<file path="src/rtl/param_stream_tx.sv">
// rtl/param_stream_tx.sv - framed byte-stream transmitter for the parameter pin protocol; optional checksum byte under PARAM_TX_CSUM_EN
module param_stream_tx #(
   parameter int unsigned GAP_CYCLES   = 1,
   parameter int unsigned BUSY_TIMEOUT = 255
) (
   input  logic        clk,
   input  logic        rst_n,
   input  logic        start,
   input  logic [31:0] a0,
   input  logic [31:0] a1,
   input  logic        core_busy,
   output logic [7:0]  data_pins,
   output logic [7:0]  ctrl_pins,
   output logic        busy,
   output logic        done,
   output logic        timeout
);

   typedef enum logic [2:0] {
      S_IDLE,
      S_WAIT_RDY,
      S_SEND,
      S_GAP,
      S_FINISH
   } state_t;

`ifdef PARAM_TX_CSUM_EN
   localparam logic [3:0] LAST_IDX = 4'd8;
`else
   localparam logic [3:0] LAST_IDX = 4'd7;
`endif
   localparam logic [3:0]  GAP_LAST  = (GAP_CYCLES == 0) ? 4'd0 : 4'(GAP_CYCLES - 1);
   localparam logic [15:0] WAIT_LAST = 16'(BUSY_TIMEOUT - 1);

   state_t      state_q, state_d;
   logic [63:0] shadow_q, shadow_d;
   logic [3:0]  idx_q, idx_d;
   logic [3:0]  gap_cnt_q, gap_cnt_d;
   logic [15:0] wait_cnt_q, wait_cnt_d;
   logic [7:0]  data_q, data_d;
   logic [2:0]  ctrl_q, ctrl_d;
   logic        busy_q, busy_d;
   logic        done_q, done_d;
   logic        timeout_q, timeout_d;
   logic [7:0]  cur_byte;

`ifdef PARAM_TX_CSUM_EN
   logic [7:0] csum;

   // Checksum byte is the XOR of the eight shadowed data bytes.
   always_comb begin
      csum = 8'h00;
      for (int i = 0; i < 8; i++) begin
         csum = csum ^ shadow_q[i*8 +: 8];
      end
   end

   // Byte for the current index: little-endian a0 then a1, checksum in the final slot.
   always_comb begin
      cur_byte = shadow_q[{idx_q[2:0], 3'b000} +: 8];
      if (idx_q == LAST_IDX) begin
         cur_byte = csum;
      end
   end
`else
   // Byte for the current index: little-endian a0 then a1.
   always_comb begin
      cur_byte = shadow_q[{idx_q[2:0], 3'b000} +: 8];
   end
`endif

   // Next-state and next-output logic; outputs are registered, so pins follow the state by one cycle.
   always_comb begin
      state_d    = state_q;
      shadow_d   = shadow_q;
      idx_d      = idx_q;
      gap_cnt_d  = gap_cnt_q;
      wait_cnt_d = wait_cnt_q;
      data_d     = data_q;
      ctrl_d     = 3'b000;
      busy_d     = busy_q;
      done_d     = 1'b0;
      timeout_d  = 1'b0;
      unique case (state_q)
         S_IDLE: begin
            if (start) begin
               shadow_d   = {a1, a0};
               busy_d     = 1'b1;
               idx_d      = 4'd0;
               wait_cnt_d = 16'd0;
               state_d    = S_WAIT_RDY;
            end
         end
         S_WAIT_RDY: begin
            if (!core_busy) begin
               state_d = S_SEND;
            end else if (wait_cnt_q == WAIT_LAST) begin
               timeout_d = 1'b1;
               busy_d    = 1'b0;
               state_d   = S_IDLE;
            end else begin
               wait_cnt_d = wait_cnt_q + 16'd1;
            end
         end
         S_SEND: begin
            data_d    = cur_byte;
            ctrl_d    = {idx_q == LAST_IDX, idx_q == 4'd0, 1'b1};
            gap_cnt_d = 4'd0;
            if (idx_q == LAST_IDX) begin
               state_d = S_FINISH;
            end else if (GAP_CYCLES == 0) begin
               idx_d = idx_q + 4'd1;
            end else begin
               state_d = S_GAP;
            end
         end
         S_GAP: begin
            if (gap_cnt_q == GAP_LAST) begin
               idx_d   = idx_q + 4'd1;
               state_d = S_SEND;
            end else begin
               gap_cnt_d = gap_cnt_q + 4'd1;
            end
         end
         S_FINISH: begin
            done_d  = 1'b1;
            busy_d  = 1'b0;
            state_d = S_IDLE;
         end
         default: begin
            state_d = S_IDLE;
         end
      endcase
   end

   // State, shadow, counter and output registers.
   always_ff @(posedge clk or negedge rst_n) begin
      if (!rst_n) begin
         state_q    <= S_IDLE;
         shadow_q   <= 64'd0;
         idx_q      <= 4'd0;
         gap_cnt_q  <= 4'd0;
         wait_cnt_q <= 16'd0;
         data_q     <= 8'd0;
         ctrl_q     <= 3'd0;
         busy_q     <= 1'b0;
         done_q     <= 1'b0;
         timeout_q  <= 1'b0;
      end else begin
         state_q    <= state_d;
         shadow_q   <= shadow_d;
         idx_q      <= idx_d;
         gap_cnt_q  <= gap_cnt_d;
         wait_cnt_q <= wait_cnt_d;
         data_q     <= data_d;
         ctrl_q     <= ctrl_d;
         busy_q     <= busy_d;
         done_q     <= done_d;
         timeout_q  <= timeout_d;
      end
   end

   assign data_pins = data_q;
   assign ctrl_pins = {5'b00000, ctrl_q};
   assign busy      = busy_q;
   assign done      = done_q;
   assign timeout   = timeout_q;

endmodule

</file>
<file path="config.mk">
export PLATFORM = sky130hd
export DESIGN_NAME = param_stream_tx
export DESIGN_NICKNAME = d
export VERILOG_FILES = /design/src/rtl/param_stream_tx.sv
export SDC_FILE = /design/constraint.sdc
export NUM_CORES = 1
export LEC_CHECK = 0
export CORE_MARGIN = 3
export CORE_UTILIZATION = 57
export DETAILED_ROUTE_END_ITERATION = 8
export GPL_ROUTABILITY_DRIVEN = 0
export PLACE_DENSITY = 0.95
export SKIP_CTS_REPAIR_TIMING = 1
export SLEW_MARGIN = 20
export SYNTH_ARGS = -nofsm -noshare
export SYNTH_HDL_FRONTEND = slang
export SYNTH_SLANG_ARGS = --single-unit
</file>
<file path="constraint.sdc">
create_clock -name clk -period 2.8 [get_ports clk]
set_clock_uncertainty 0.05 [all_clocks]
set_input_delay 0.28 -clock clk [delete_from_list [all_inputs] [get_ports clk]]
set_output_delay 0.28 -clock clk [all_outputs]
set_load 0.05 [all_outputs]
</file>
# Yosys cells after proc, flatten, opt, wreduce, memory -nomap -nowiden
# Cells that the tools add are included.
[word_totals]
register_bits = 105
latchBits = 0
ram_bits = 0
rom_bits = 0
input_bits = 68
out_inout_bits = 19
wordCells = 64
mem_count = 0
[classes]
n_addsub = 3
n_mul = 0
div = 0
order_cmp = 0
n_eq_ne = 13
shifts = 1
muxes = 24
bitwise = 0
n_reduce_logical = 13
[ops]
columns = ["cell", "count"]
rows = [
  ["64-bit by 7-bit indexed part select with 8-bit output", 1],
  ["16-bit two-way mux", 3],
  ["16-bit case mux with 2 select lines", 1],
  ["3-bit two-way mux", 6],
  ["16-bit by 1-bit adder with 16-bit output, second input constant", 1],
  ["16-bit by 8-bit equality test with 1-bit output, second input constant", 1],
  ["4-bit case mux with 2 select lines", 2],
  ["4-bit two-way mux", 3],
  ["2-bit != test, second input constant", 6],
  ["3-bit case mux with 4 select lines", 1],
  ["4-bit by 1-bit adder with 4-bit output, second input constant", 2],
  ["4-bit zero test", 2],
  ["4-bit AND reduction", 2],
  ["1-bit two-way mux", 7],
  ["3-bit by 2-bit equality test with 1-bit output, second input constant", 2],
  ["3-bit AND reduction", 2],
  ["2-bit nonzero test", 3],
  ["4-bit by 3-bit equality test with 1-bit output, second input constant", 1],
  ["2-bit AND reduction", 2],
  ["3-bit by 1-bit equality test with 1-bit output, second input constant", 1],
  ["3-bit equality test, second input constant", 1],
  ["3-bit zero test", 1],
  ["3-bit != test, second input constant", 1],
  ["1-bit case mux with 3 select lines", 1],
  ["3-bit nonzero test", 1],
]

# Logic depth before layout (Yosys ltp)
[logic_depth]
depth_word = 4
depth_mapped = 7
depth_no_buf = 6

# Worst setup path before layout
# No wires, ideal clock.
[synth_path]
path_kind = "reg-to-reg"
startpoint = "register wait_cnt_q[0]"
endpoint = "register wait_cnt_q[1]"
setup_ns = 0.125
t_arrival_ns = 1.645
t_required_ns = 2.625
path_slack_ns = 0.980
stages_incl_launch_ff = 8
n_path_buf = 1
period_less_slack_ns = 1.820
path_cell_list = "dfrtp_1 -> inv_1 -> ha_1 -> nor2b_1 -> and4_1 -> buf_6 -> a31oi_4 -> mux2_2"
[synth_via]
elab_chain_len = 4
word_cells_on_any_way = 7
cone_classes = "1 x add/sub; 2 x eq/ne; 3 x mux; 1 x reduce/logical"
[synth_lines]
columns = ["item", "line", "source"]
rows = [
  ["start, declared", "39", "logic [15:0] wait_cnt_q, wait_cnt_d;"],
  ["start signal, assigned", "154", "wait_cnt_q <= wait_cnt_d;"],
  ["16-bit by 1-bit adder with 16-bit output", "102", "wait_cnt_d = wait_cnt_q + 16'd1;"],
  ["16-bit two-way mux", "97", "end else if (wait_cnt_q == WAIT_LAST) begin"],
  ["16-bit two-way mux", "95", "if (!core_busy) begin"],
  ["16-bit case mux with 2 select lines", "84", "unique case (state_q)"],
]
# Several ways; a longest one is shown, not always the timed one. The select of a mux whose other input is x is not followed.
# A chain may end at the register's enable or synchronous reset.

# Worst setup path in the final report
[layout_path]
startpoint = "register gap_cnt_q[0]"
endpoint = "register idx_q[2]"
[layout_via]
elab_chain_len = 3
[layout_lines]
columns = ["item", "line", "source"]
rows = [
  ["start, declared", "38", "logic [3:0] gap_cnt_q, gap_cnt_d;"],
  ["start signal, assigned", "153", "gap_cnt_q <= gap_cnt_d;"],
  ["4-bit zero test", "118", "if (gap_cnt_q == GAP_LAST) begin"],
  ["2-bit != test (no line)", "n/a", ""],
  ["3-bit AND reduction (no line)", "n/a", ""],
  ["end signal, assigned", "152", "idx_q <= idx_d;"],
  ["end, declared", "37", "logic [3:0] idx_q, idx_d;"],
]
# No other way between the ends.

==> metrics.md <==
| Metric | Value |
|---|---|
| Total track usage | `26.1%` |
| WP data arrival | `2.43 ns` |
| Most common cell after layout, fill and taps aside | `nand2_1` |
| Initial Utilization | `60.6%` |
| CTS tree | `built` |
| Vias per Instance | `5.75` |
| CTS max path bufs | `2` |
| Fin Setup TNS | `0 ns` |
| Port Buffers | `81` |
| First-pass GRT wire length | `20.7 mm` |
| Via Count | `4131` |
| FFs w/ async S/R, synth | `100%` |
| Worst path slowest cell | `or4_1` |
| Clock slew at reported path FFs | `0.10 ns` |
| Critical Path RT | `3.05 ns` |
| Core footprint | `8460 um^2` |
| Routed WL | `12.2 mm` |
| Share of the synthesized area in the top cell type | `51.2%` |
| Post-synthesis instance total | `541` |
| H-tree depth | `3` |
| Chip width | `101 um` |
| Antenna Nets Post-Route | `0` |
| # DRC | `0` |
| Area contributors post-synth | `dfrtp_1 (51%), nand2_1 (16%), mux4_2 (7.0%)` |
| CP startpoint kind | `flip-flop` |
| Detailed Route Iter0 Violations | `228` |
| Placed wire-length estimate | `8.74 mm` |
| YS warnings | `0` |
| Share of layout cells above drive strength 1 | `8.32%` |
| Area grow syn2layout | `20.2%` |
| Most frequent cells in the layout | `nand2_1 (217), dfrtp_1 (105), clkdlybuf4s50_1 (80), o21ai_0 (23)` |
| Setup ws final | `0.616 ns` |
| Final worst-path cycle share | `78.0%` |
| Worst path max stage delay | `0.49 ns` |
| Nets@finish | `683` |
| CP max FO | `6` |
| Avg WL per Cell | `17.0 um` |
| Yosys cell types | `51` |
| Initial antenna violation count | `0` |
| CP Class | `flip-flop to flip-flop` |
| Pre-CTS setup slack | `0.542 ns` |
| Post-synth EDFFs | `0` |
| Antenna Cells | `0` |
| Worst rel slew slack | `55.5%` |
| DIE HEIGHT | `101 um` |
| Post-synth top area cell | `dfrtp_1` |
| CP top delay family | `simple AND/OR/NAND/NOR gates` |
| Seq cells post-synth | `105` |
| Drt first pass iters | `6` |
| # IOs | `87` |
| Worst IR Drop VDD | `0.542 mV` |
| Rows | `33` |
| Largest net degree at the start of global routing | `54` |
| Worst hold path type | `primary input to flip-flop` |
| Top FF cell, synth | `dfrtp_1` |
| Minimum clock period | `2.18 ns` |
| Run status | `finished, final reports clean` |
| Leak pwr | `2.85 nW` |
| Pwr Total | `6.02 mW` |
| Post-Layout Cell Count | `718` |
| Post-Syn Area | `5130 um^2` |
| P per Cell Area | `976 nW/um^2` |
| Worst path bufs/invs | `1` |
| RSZ-0062 raised after global routing | `false` |
| Core Util, Final | `72.9%` |
| Avg Inst Size Synth | `9.48 um^2` |
| Vias in the first global route | `4385` |
| Post-synthesis sequential area ratio | `51.2%` |
| Placed cell count | `702` |
| Worst slew pin tran | `0.667 ns` |
| Fin. max-slew vios | `0` |
| Total CTS buffers | `9` |
| # setup viols final | `0` |
| Worst-skew pair later-pin latency | `0.38 ns` |
| Gr ovfl total | `0` |
| CP cell instances | `inv_1, ha_1, nor3b_1, a31oi_1, or4_1, a21oi_1` |
| CTS sink count | `105` |
| Root Driver | `clkbuf_8` |
| CP Capture Type | `flip-flop` |
| Final hold vios | `0` |
| DIE AREA | `10200 um^2` |
| # Max-Cap Violations | `0` |
| Fmax | `458 MHz` |
Yosys cell counts (all sizes together) (3+ instances only):
cell type and count:
nand2 218, dfrtp 105, o21ai 23, buf 21, nand3 18, clkbuf 16, inv 16, mux4 16
mux2i 12, nor2 9, a21oi 8, a31oi 7, nor4 7, ha 6, and2 5, nand4 5
nor3 4, nor3b 4, o211ai 4, or4 4, a211oi 3, nor2b 3, or3 3
routing by layer:
layer  up-vias  share of wire (%)  track usage (%)
li1       1943                  -                -
met1      1984                 39             32.0
met2       170                 52             44.2
met3        34                5.8             6.16
met4         0                3.3             11.3
met5         -                  0                0
tightest hold or removal path, stage by stage:
cell and delay (ns):
clkdlybuf4s50_1 0.39, nand2_1 0.05, nand2_1 0.04
cell families after synthesis:
group                      Yosys count  share of synthesized area [%]
buffers and inverters               53                           5.34
muxes                               29                           9.59
DFF                                105                           51.2
and+or+nand+nor                    290                           25.1
other                                1                         0.0731
AOI/OAI and AO/OA                   55                           6.86
xor gates and xnor gates             2                          0.342
adders and majority gates            6                           1.46
path summary, 6_finish.rpt:
check                      slack (ns)                  endpoint  depth (start not counted)                      from
max in group asynchronous        1.54  gap_cnt_q[1]$_DFFE_PN0P_                          3                     rst_n
min in group asynchronous        0.44   shadow_q[2]$_DFFE_PN0P_                          2                     rst_n
max reg2reg                      0.62      idx_q[2]$_DFFE_PN0P_                          6  gap_cnt_q[0]$_DFFE_PN0P_
max                              0.62      idx_q[2]$_DFFE_PN0P_                          6  gap_cnt_q[0]$_DFFE_PN0P_
min reg2reg                      0.43  shadow_q[29]$_DFFE_PN0P_                          2  shadow_q[29]$_DFFE_PN0P_
min                              0.37  shadow_q[16]$_DFFE_PN0P_                          3                    a0[16]
cell type report:
cell class / count / area, um^2
Clock inverter: 4 / 35.0
Sequential cell: 105 / 2630
Inverter: 16 / 60.1
Fill cell: 578 / 2300
Multi-Input combinational cell: 387 / 2250
Timing Repair Buffer: 90 / 916
Clock buffer: 11 / 151
Tap cell: 105 / 131
metrics by stage:
stage,hold WS (ns),instance area [um^2]
3_5_place_dp,0.306,5970
5_1_grt,0.358,6170
6_report,0.368,6170
3_3_place_gp,0.290,5970
2_1_floorplan,-0.0656,5140
4_1_cts,-0.103,6160
where the power goes:
part	internal, mW	switching (mW)
logic	1.05	1.31
registers	2.17	0.589
clock network	0.377	0.524
sequential cells by signal, summed over array words and instances (netlist names), 3 cells and up:
signal and cells:
wait_cnt_q 16, idx_q 4, ctrl_q 3, data_pins 8, shadow_q 64, gap_cnt_q 4
state_q 3
(Power assumes the default switching activity.)
